--- src/rtl/regfile_read_arbiter_if.sv ---
`default_nettype none
// ============================================================================
// Module   : regfile_read_arbiter_if
// Purpose  : Bundles the requester, register-file and response signals of the
//            shared register-file read port into one interface.
// Ports    : req/req_addr/stall     requester side, into the arbiter
//            gnt                    one-hot grant pulse back to requesters
//            rf_addr/rf_data        register-file read mux select and data
//            resp_valid/id/data     tagged read response
// Modports : master - environment (requesters + register file)
//            slave  - the arbiter itself
// Revision : 1.0 - initial release
// ============================================================================
interface regfile_read_arbiter_if #(
  parameter int NREQ = 4,
  parameter int IDW  = 2,
  parameter int AW   = 5,
  parameter int DW   = 32
);
  logic [NREQ-1:0]    req;
  logic [AW*NREQ-1:0] req_addr;
  logic               stall;
  logic [NREQ-1:0]    gnt;
  logic [AW-1:0]      rf_addr;
  logic [DW-1:0]      rf_data;
  logic               resp_valid;
  logic [IDW-1:0]     resp_id;
  logic [DW-1:0]      resp_data;

  modport master (
    output req, req_addr, stall, rf_data,
    input  gnt, rf_addr, resp_valid, resp_id, resp_data
  );

  modport slave (
    input  req, req_addr, stall, rf_data,
    output gnt, rf_addr, resp_valid, resp_id, resp_data
  );
endinterface
`default_nettype wire

--- src/rtl/regfile_read_arbiter.sv ---
`default_nettype none
// ============================================================================
// Module   : regfile_read_arbiter
// Purpose  : Shares the single register-file read port between NREQ
//            requesters. Arbitrates at each edge, registers the winner's
//            address onto the read-mux select, captures the mux output one
//            cycle later and returns it tagged with the requester ID.
// Ports    : clk      system clock, rising edge
//            reset_n  asynchronous active-low reset
//            bus      regfile_read_arbiter_if.slave (req, req_addr, stall,
//                     gnt, rf_addr, rf_data, resp_valid, resp_id, resp_data)
// Options  : RFARB_FIXED_PRIO_EN - when defined, fixed priority (lowest index
//            wins) replaces round-robin and the last-winner pointer is
//            removed. Undefined (default): round-robin.
// Revision : 1.0 - initial release
// ============================================================================
module regfile_read_arbiter #(
  parameter int NREQ = 4,
  parameter int IDW  = 2,
  parameter int AW   = 5,
  parameter int DW   = 32
) (
  input  wire                     clk,
  input  wire                     reset_n,
  regfile_read_arbiter_if.slave   bus
);

  // Parameter sanity: the ID field has to be able to name every requester.
  if ((NREQ < 2) || (NREQ > 8) || ((1 << IDW) < NREQ)) begin : g_bad_param
    $error("regfile_read_arbiter: illegal NREQ/IDW combination");
  end

  // --------------------------------------------------------------------------
  // Registered state
  // --------------------------------------------------------------------------
  logic [NREQ-1:0] r_gnt;
  logic [AW-1:0]   r_rf_addr;
  logic            r_pend;       // a grant was issued last edge, capture now
  logic [IDW-1:0]  r_pend_id;
  logic            r_resp_valid;
  logic [IDW-1:0]  r_resp_id;
  logic [DW-1:0]   r_resp_data;
`ifndef RFARB_FIXED_PRIO_EN
  logic [IDW-1:0]  r_last;       // index of the most recent winner
`endif

  // --------------------------------------------------------------------------
  // Unpack the per-requester addresses
  // --------------------------------------------------------------------------
  logic [AW-1:0] w_addr_arr [NREQ];

  for (genvar g = 0; g < NREQ; g++) begin : g_unpack
    assign w_addr_arr[g] = bus.req_addr[AW*g +: AW];
  end

  // A requester holding gnt this cycle sits out this edge, which gives every
  // requester at most one grant per two cycles.
  logic [NREQ-1:0] w_elig;
  assign w_elig = bus.req & ~r_gnt;

  // --------------------------------------------------------------------------
  // Winner selection
  // The lowest eligible index is always computed; round-robin additionally
  // looks for the lowest eligible index strictly above the last winner and
  // prefers it, which is the same as searching from last+1 with wrap-around.
  // --------------------------------------------------------------------------
  logic           w_lo_found;
  logic [IDW-1:0] w_lo_id;
  logic           w_win_valid;
  logic [IDW-1:0] w_win_id;
`ifndef RFARB_FIXED_PRIO_EN
  logic           w_hi_found;
  logic [IDW-1:0] w_hi_id;
`endif

  always_comb begin : arbitrate
    w_lo_found = 1'b0;
    w_lo_id    = '0;
`ifndef RFARB_FIXED_PRIO_EN
    w_hi_found = 1'b0;
    w_hi_id    = '0;
`endif
    // Descending scan: the last hit written is the lowest index.
    for (int i = NREQ - 1; i >= 0; i--) begin
      if (w_elig[i]) begin
        w_lo_found = 1'b1;
        w_lo_id    = IDW'(i);
`ifndef RFARB_FIXED_PRIO_EN
        if (i > int'(r_last)) begin
          w_hi_found = 1'b1;
          w_hi_id    = IDW'(i);
        end
`endif
      end
    end
  end

`ifdef RFARB_FIXED_PRIO_EN
  assign w_win_valid = w_lo_found;
  assign w_win_id    = w_lo_id;
`else
  assign w_win_valid = w_lo_found;
  assign w_win_id    = w_hi_found ? w_hi_id : w_lo_id;
`endif

  // stall suppresses new grants only; the capture pipeline keeps running.
  logic w_grant;
  assign w_grant = w_win_valid & ~bus.stall;

  logic [NREQ-1:0] w_onehot;
  assign w_onehot = NREQ'(1) << w_win_id;

  logic [AW-1:0] w_win_addr;

  always_comb begin : addr_mux
    w_win_addr = '0;
    for (int i = 0; i < NREQ; i++) begin
      if (w_win_id == IDW'(i)) begin
        w_win_addr = w_addr_arr[i];
      end
    end
  end

  // --------------------------------------------------------------------------
  // Grant / select / capture pipeline
  // --------------------------------------------------------------------------
  always_ff @(posedge clk or negedge reset_n) begin
    if (!reset_n) begin
      r_gnt        <= '0;
      r_rf_addr    <= '0;
      r_pend       <= 1'b0;
      r_pend_id    <= '0;
      r_resp_valid <= 1'b0;
      r_resp_id    <= '0;
      r_resp_data  <= '0;
`ifndef RFARB_FIXED_PRIO_EN
      r_last       <= IDW'(NREQ - 1);  // requester 0 first after reset
`endif
    end else begin
      // Stage 2: rf_data reflects the select registered on the previous edge.
      r_resp_valid <= r_pend;
      if (r_pend) begin
        r_resp_data <= bus.rf_data;
        r_resp_id   <= r_pend_id;
      end

      // Stage 1: issue a grant. rf_addr only moves on a grant so the read
      // mux select does not toggle while idle.
      r_pend <= w_grant;
      if (w_grant) begin
        r_gnt     <= w_onehot;
        r_rf_addr <= w_win_addr;
        r_pend_id <= w_win_id;
`ifndef RFARB_FIXED_PRIO_EN
        r_last    <= w_win_id;
`endif
      end else begin
        r_gnt <= '0;
      end
    end
  end

  assign bus.gnt        = r_gnt;
  assign bus.rf_addr    = r_rf_addr;
  assign bus.resp_valid = r_resp_valid;
  assign bus.resp_id    = r_resp_id;
  assign bus.resp_data  = r_resp_data;

endmodule
`default_nettype wire

--- src/flat_wrapper.sv ---
// flat-port wrapper written by rule: the top's interface ports become plain ports
module regfile_read_arbiter_flat 
#(
  parameter int NREQ = 4,
  parameter int IDW  = 2,
  parameter int AW   = 5,
  parameter int DW   = 32
)
  (clk, reset_n, bus_req, bus_req_addr, bus_stall, bus_rf_data, bus_gnt, bus_rf_addr, bus_resp_valid, bus_resp_id, bus_resp_data);
  regfile_read_arbiter_if #(.NREQ(NREQ), .IDW(IDW), .AW(AW), .DW(DW)) bus_i ();
  input  wire clk;
  input  wire reset_n;
  input wire logic [$bits(bus_i.req)-1:0] bus_req;
  input wire logic [$bits(bus_i.req_addr)-1:0] bus_req_addr;
  input wire logic [$bits(bus_i.stall)-1:0] bus_stall;
  input wire logic [$bits(bus_i.rf_data)-1:0] bus_rf_data;
  output wire logic [$bits(bus_i.gnt)-1:0] bus_gnt;
  output wire logic [$bits(bus_i.rf_addr)-1:0] bus_rf_addr;
  output wire logic [$bits(bus_i.resp_valid)-1:0] bus_resp_valid;
  output wire logic [$bits(bus_i.resp_id)-1:0] bus_resp_id;
  output wire logic [$bits(bus_i.resp_data)-1:0] bus_resp_data;
  assign bus_i.req = bus_req;
  assign bus_i.req_addr = bus_req_addr;
  assign bus_i.stall = bus_stall;
  assign bus_i.rf_data = bus_rf_data;
  assign bus_gnt = bus_i.gnt;
  assign bus_rf_addr = bus_i.rf_addr;
  assign bus_resp_valid = bus_i.resp_valid;
  assign bus_resp_id = bus_i.resp_id;
  assign bus_resp_data = bus_i.resp_data;
  regfile_read_arbiter #(.NREQ(NREQ), .IDW(IDW), .AW(AW), .DW(DW)) u_core (.clk(clk), .reset_n(reset_n), .bus(bus_i));
endmodule
--- config.mk ---
export PLATFORM = sky130hd
export DESIGN_NAME = regfile_read_arbiter_flat
export DESIGN_NICKNAME = d
export VERILOG_FILES = /design/src/rtl/regfile_read_arbiter_if.sv /design/src/rtl/regfile_read_arbiter.sv /design/src/flat_wrapper.sv
export SDC_FILE = /design/constraint.sdc
export NUM_CORES = 1
export LEC_CHECK = 0
export CORE_UTILIZATION = 35
export CTS_CLUSTER_SIZE = 16
export DETAILED_ROUTE_END_ITERATION = 8
export GPL_ROUTABILITY_DRIVEN = 0
export PLACE_DENSITY = 0.7
export SLEW_MARGIN = 15
export SYNTH_ARGS = -nofsm -noshare
export SYNTH_HDL_FRONTEND = slang
export SYNTH_SLANG_ARGS = --single-unit
--- constraint.sdc ---
create_clock -name clk -period 2.1 [get_ports clk]
set_clock_uncertainty 0.2 [all_clocks]
set_input_delay 0.42 -clock clk [delete_from_list [all_inputs] [get_ports clk]]
set_output_delay 0.42 -clock clk [all_outputs]
set_load 0.01 [all_outputs]
==> flow_metrics.tcl <==
set metrics [dict create \
    status "completed" \
    cts.htree.levels 2 \
    reg2regPathDepth 6 \
    power.leakage_nw 1.46 \
    relSlewSlack 0.705 \
    swShare 0.281 \
    crit_slowest_cell "clkdlybuf4s50_1" \
    postSynthCellCount 168 \
    pre_cts_ws_ns -0.388 \
    stdcell_area_sq_um 3510 \
    path_cells "clkdlybuf4s50_1 -> nor2b_2 -> o221ai_1 -> a21oi_1 -> buf_4 -> mux2i_1 -> o221ai_2" \
    instances_no_fill 364 \
    grt.overflow.total 0 \
    synth_top_area_frac 0.546 \
    area_delta_synth_final_pct 62.9 \
    fin_crit_ns 2.03 \
    worst_pin_slew_ns 0.442 \
    crit_required_ns 2.07 \
    slowest_delay_ns 0.47 \
    numCtsBuffers 5 \
    die_area_sq_um 6480 \
    coreArea_sq_um 5920 \
    power_density_nw_per_um2 900 \
    hold_depth 2 \
    hold_slack_ns 0.293 \
    grt_pass1_vias 1666 \
    pwr-share-clk 0.215 \
    arrival_ns 2.00 \
    power_switching_mw 0.887 \
    fin_ws_ns 0.0699 \
    grt_pass1_wl_um 7760 \
    grt_max_degree 36 \
    seqPwrFrac 0.402 \
    avgSynthCellArea_sq_um 12.8 \
    drt-wirelength-per-cell_um 13.5 \
    cts_setup_buffers 0 \
    layout.cells.most_common "clkdlybuf4s50_1" \
    hold_violations 0 \
    totalWireLength_um 4900 \
    critPathCaptureType "flip-flop" \
    drt_pass1_iterations 4 \
    path_max_fanout 11 \
    synth_flop_cell "dfrtp_1" \
    fin_total_pwr_mw 3.16 \
    tns_ns 0 \
    first_iter_violations 65 \
    clk_latency_ns 0.29 \
    dieWidth_um 80.5 \
    seq_area_frac_synth 0.570 \
    cts_num_sinks 49 \
    synth_area_leaders "dfrtp_1 55%, mux2_2 18%, dfstp_2 2.4%" \
    fmax_mhz 493 \
    regToRegSetupSlack_ns 0.14 \
    maxCapViolCount 0 \
    ant_nets 0 \
    start_kind "primary input" \
    clockBufferDepth 2 \
    synth_edf_count 0 \
    worstHoldStart "u_core.r_pend_id[1]$_DFFE_PN0P_" \
    synth-async-reset-ratio 1.00 \
    start_util 0.364 \
    cts_tree "done" \
    final_cell_mix "100 x clkdlybuf4s50_1, 47 x dfrtp_1, 34 x mux2_2, 16 x buf_4, 9 x nor2_1" \
    fill_cells 515 \
    yosysWarnings 0 \
    drive_gt1_frac 0.246 \
    peakVddDrop_v 0.000430 \
    drv_slew 0 \
    dp_hpwl_um 3670 \
    rsz0062_at_grt "true" \
    fp.dieH_um 80.5 \
    dp.cells 355 \
    comb_power_share 0.383 \
    drc 0 \
    row_count 28 \
    period_share 0.967 \
    reg2reg_from "u_core.bus.gnt[3]$_DFF_PN0_" \
    min_to "u_core.r_pend_id[1]$_DFFE_PN0P_" \
    ctsRootBufferMaster "clkbuf_8" \
    placed_area_sq_um 3370 \
    cp.buffers_inverters 2 \
    detailroute.via_count 1753 \
    ys_seq_elements 49 \
    hp-class "reg -> reg" \
    diodes 0 \
    port_buffers 102 \
    syn_area_sq_um 2160 \
    clkTransAtPathRegs_ns 0.08 \
    yosysTopAreaCell "dfrtp_1" \
    nNetsFinal 347 \
    intPower_mw 2.27 \
    final_util 0.593 \
    io_pins 103 \
    viasPerCell 4.82 \
    grt_usage 0.157 \
    finalSetupViolations 0 \
    worstReg2RegEnd "u_core.bus.rf_addr[3]$_DFFE_PN0P_" \
    antenna_found_initial 0 \
    criticalPathCategory "in -> reg" \
    cp_top_family "buffers and inverters" \
    synth_cell_types 33 \
    syn_nets 227 \
]
==> routing by layer <==
layer	vias up	part of all wire	GRT usage
met5	-	0	0
met3	5	0.083	0.0420
li1	844	-	-
met4	0	0.014	0.0536
met2	72	0.47	0.253
met1	832	0.44	0.204
==> flip-flops by register name, indices dropped and copies added (netlist names) <==
register,count
u_core.bus.gnt,4
u_core.bus.resp_data,32
u_core.bus.resp_id,2
u_core.bus.resp_valid,1
u_core.bus.rf_addr,5
u_core.r_last,2
u_core.r_pend,1
u_core.r_pend_id,2
==> cells by family (layout without fill, tap and decap cells) <==
group	count (synthesis)	after routing	synth area share
mux	36	36	0.187
compound gates	27	27	0.104
simple gates	41	41	0.107
buf+inv	15	136	0.0319
flops	49	49	0.570
==> worst reg2reg max path, cell delays in order (launching register included) <==
cell and delay (ns):
dfrtp_1 0.42, or3b_4 0.40, and2_4 0.17, a211oi_4 0.28, buf_6 0.17, nand3_1 0.07, a31oi_1 0.17
==> synthesized netlist by cell type (3+ instances only) <==
library cell	instances
dfrtp_1	47
mux2_2	34
nor2_1	9
nand3_1	8
inv_1	5
nand2b_1	5
o211ai_1	5
a31oi_1	4
buf_2	4
clkbuf_1	4
nand2_1	4
nand3b_1	4
nor2b_1	4
o2111a_1	4
a21oi_1	3
and3_1	3
==> power by group through the flow <==
stage / Clock [mW] / Sequential [mW] / Combinational [mW]
floorplan: 0 / 1.35 / 0.487
global placement: 0 / 1.28 / 1.19
detailed placement: 0 / 1.29 / 1.20
CTS: 0.708 / 1.27 / 1.22
global route: 0.747 / 1.30 / 1.31
finish: 0.680 / 1.27 / 1.21
==> layout make-up <==
type / instances / area [sq um] / share of cell area
clock buffer: 7 / 86.3 / 0.0246
inverter: 6 / 22.5 / 0.00641
clock inverter: 1 / 30.0 / 0.00855
timing repair buffer: 122 / 1190 / 0.338
multi-input combinational: 104 / 863 / 0.246
sequential: 49 / 1230 / 0.350
tap: 75 / 93.8 / 0.0267
==> how the worst max path moves through the flow <==
stage	startpoint	to	slack [ns]	depth (start not counted)
CTS	bus_req[2]	u_core.bus.rf_addr[2]$_DFFE_PN0P_	0.002	7
detailed placement	bus_req[3]	u_core.bus.rf_addr[3]$_DFFE_PN0P_	-0.39	7
finish	bus_req[2]	u_core.bus.rf_addr[2]$_DFFE_PN0P_	0.07	7
global route	bus_req[2]	u_core.bus.rf_addr[2]$_DFFE_PN0P_	-0.02	7
floorplan	u_core.bus.gnt[3]$_DFF_PN0_	u_core.bus.rf_addr[2]$_DFFE_PN0P_	0.22	6
global placement	bus_req[3]	u_core.bus.rf_addr[3]$_DFFE_PN0P_	-0.34	7
==> what timing repair did <==
action	4_1_cts	5_1_grt
gates cloned	0	0
hold buffers	1	0
pin swaps	3	0
gates resized for setup	3	2
setup endpoints to repair	5	5
endpoints found under the hold margin	15	0
Note: power is estimated with default switching activity, not from simulation.
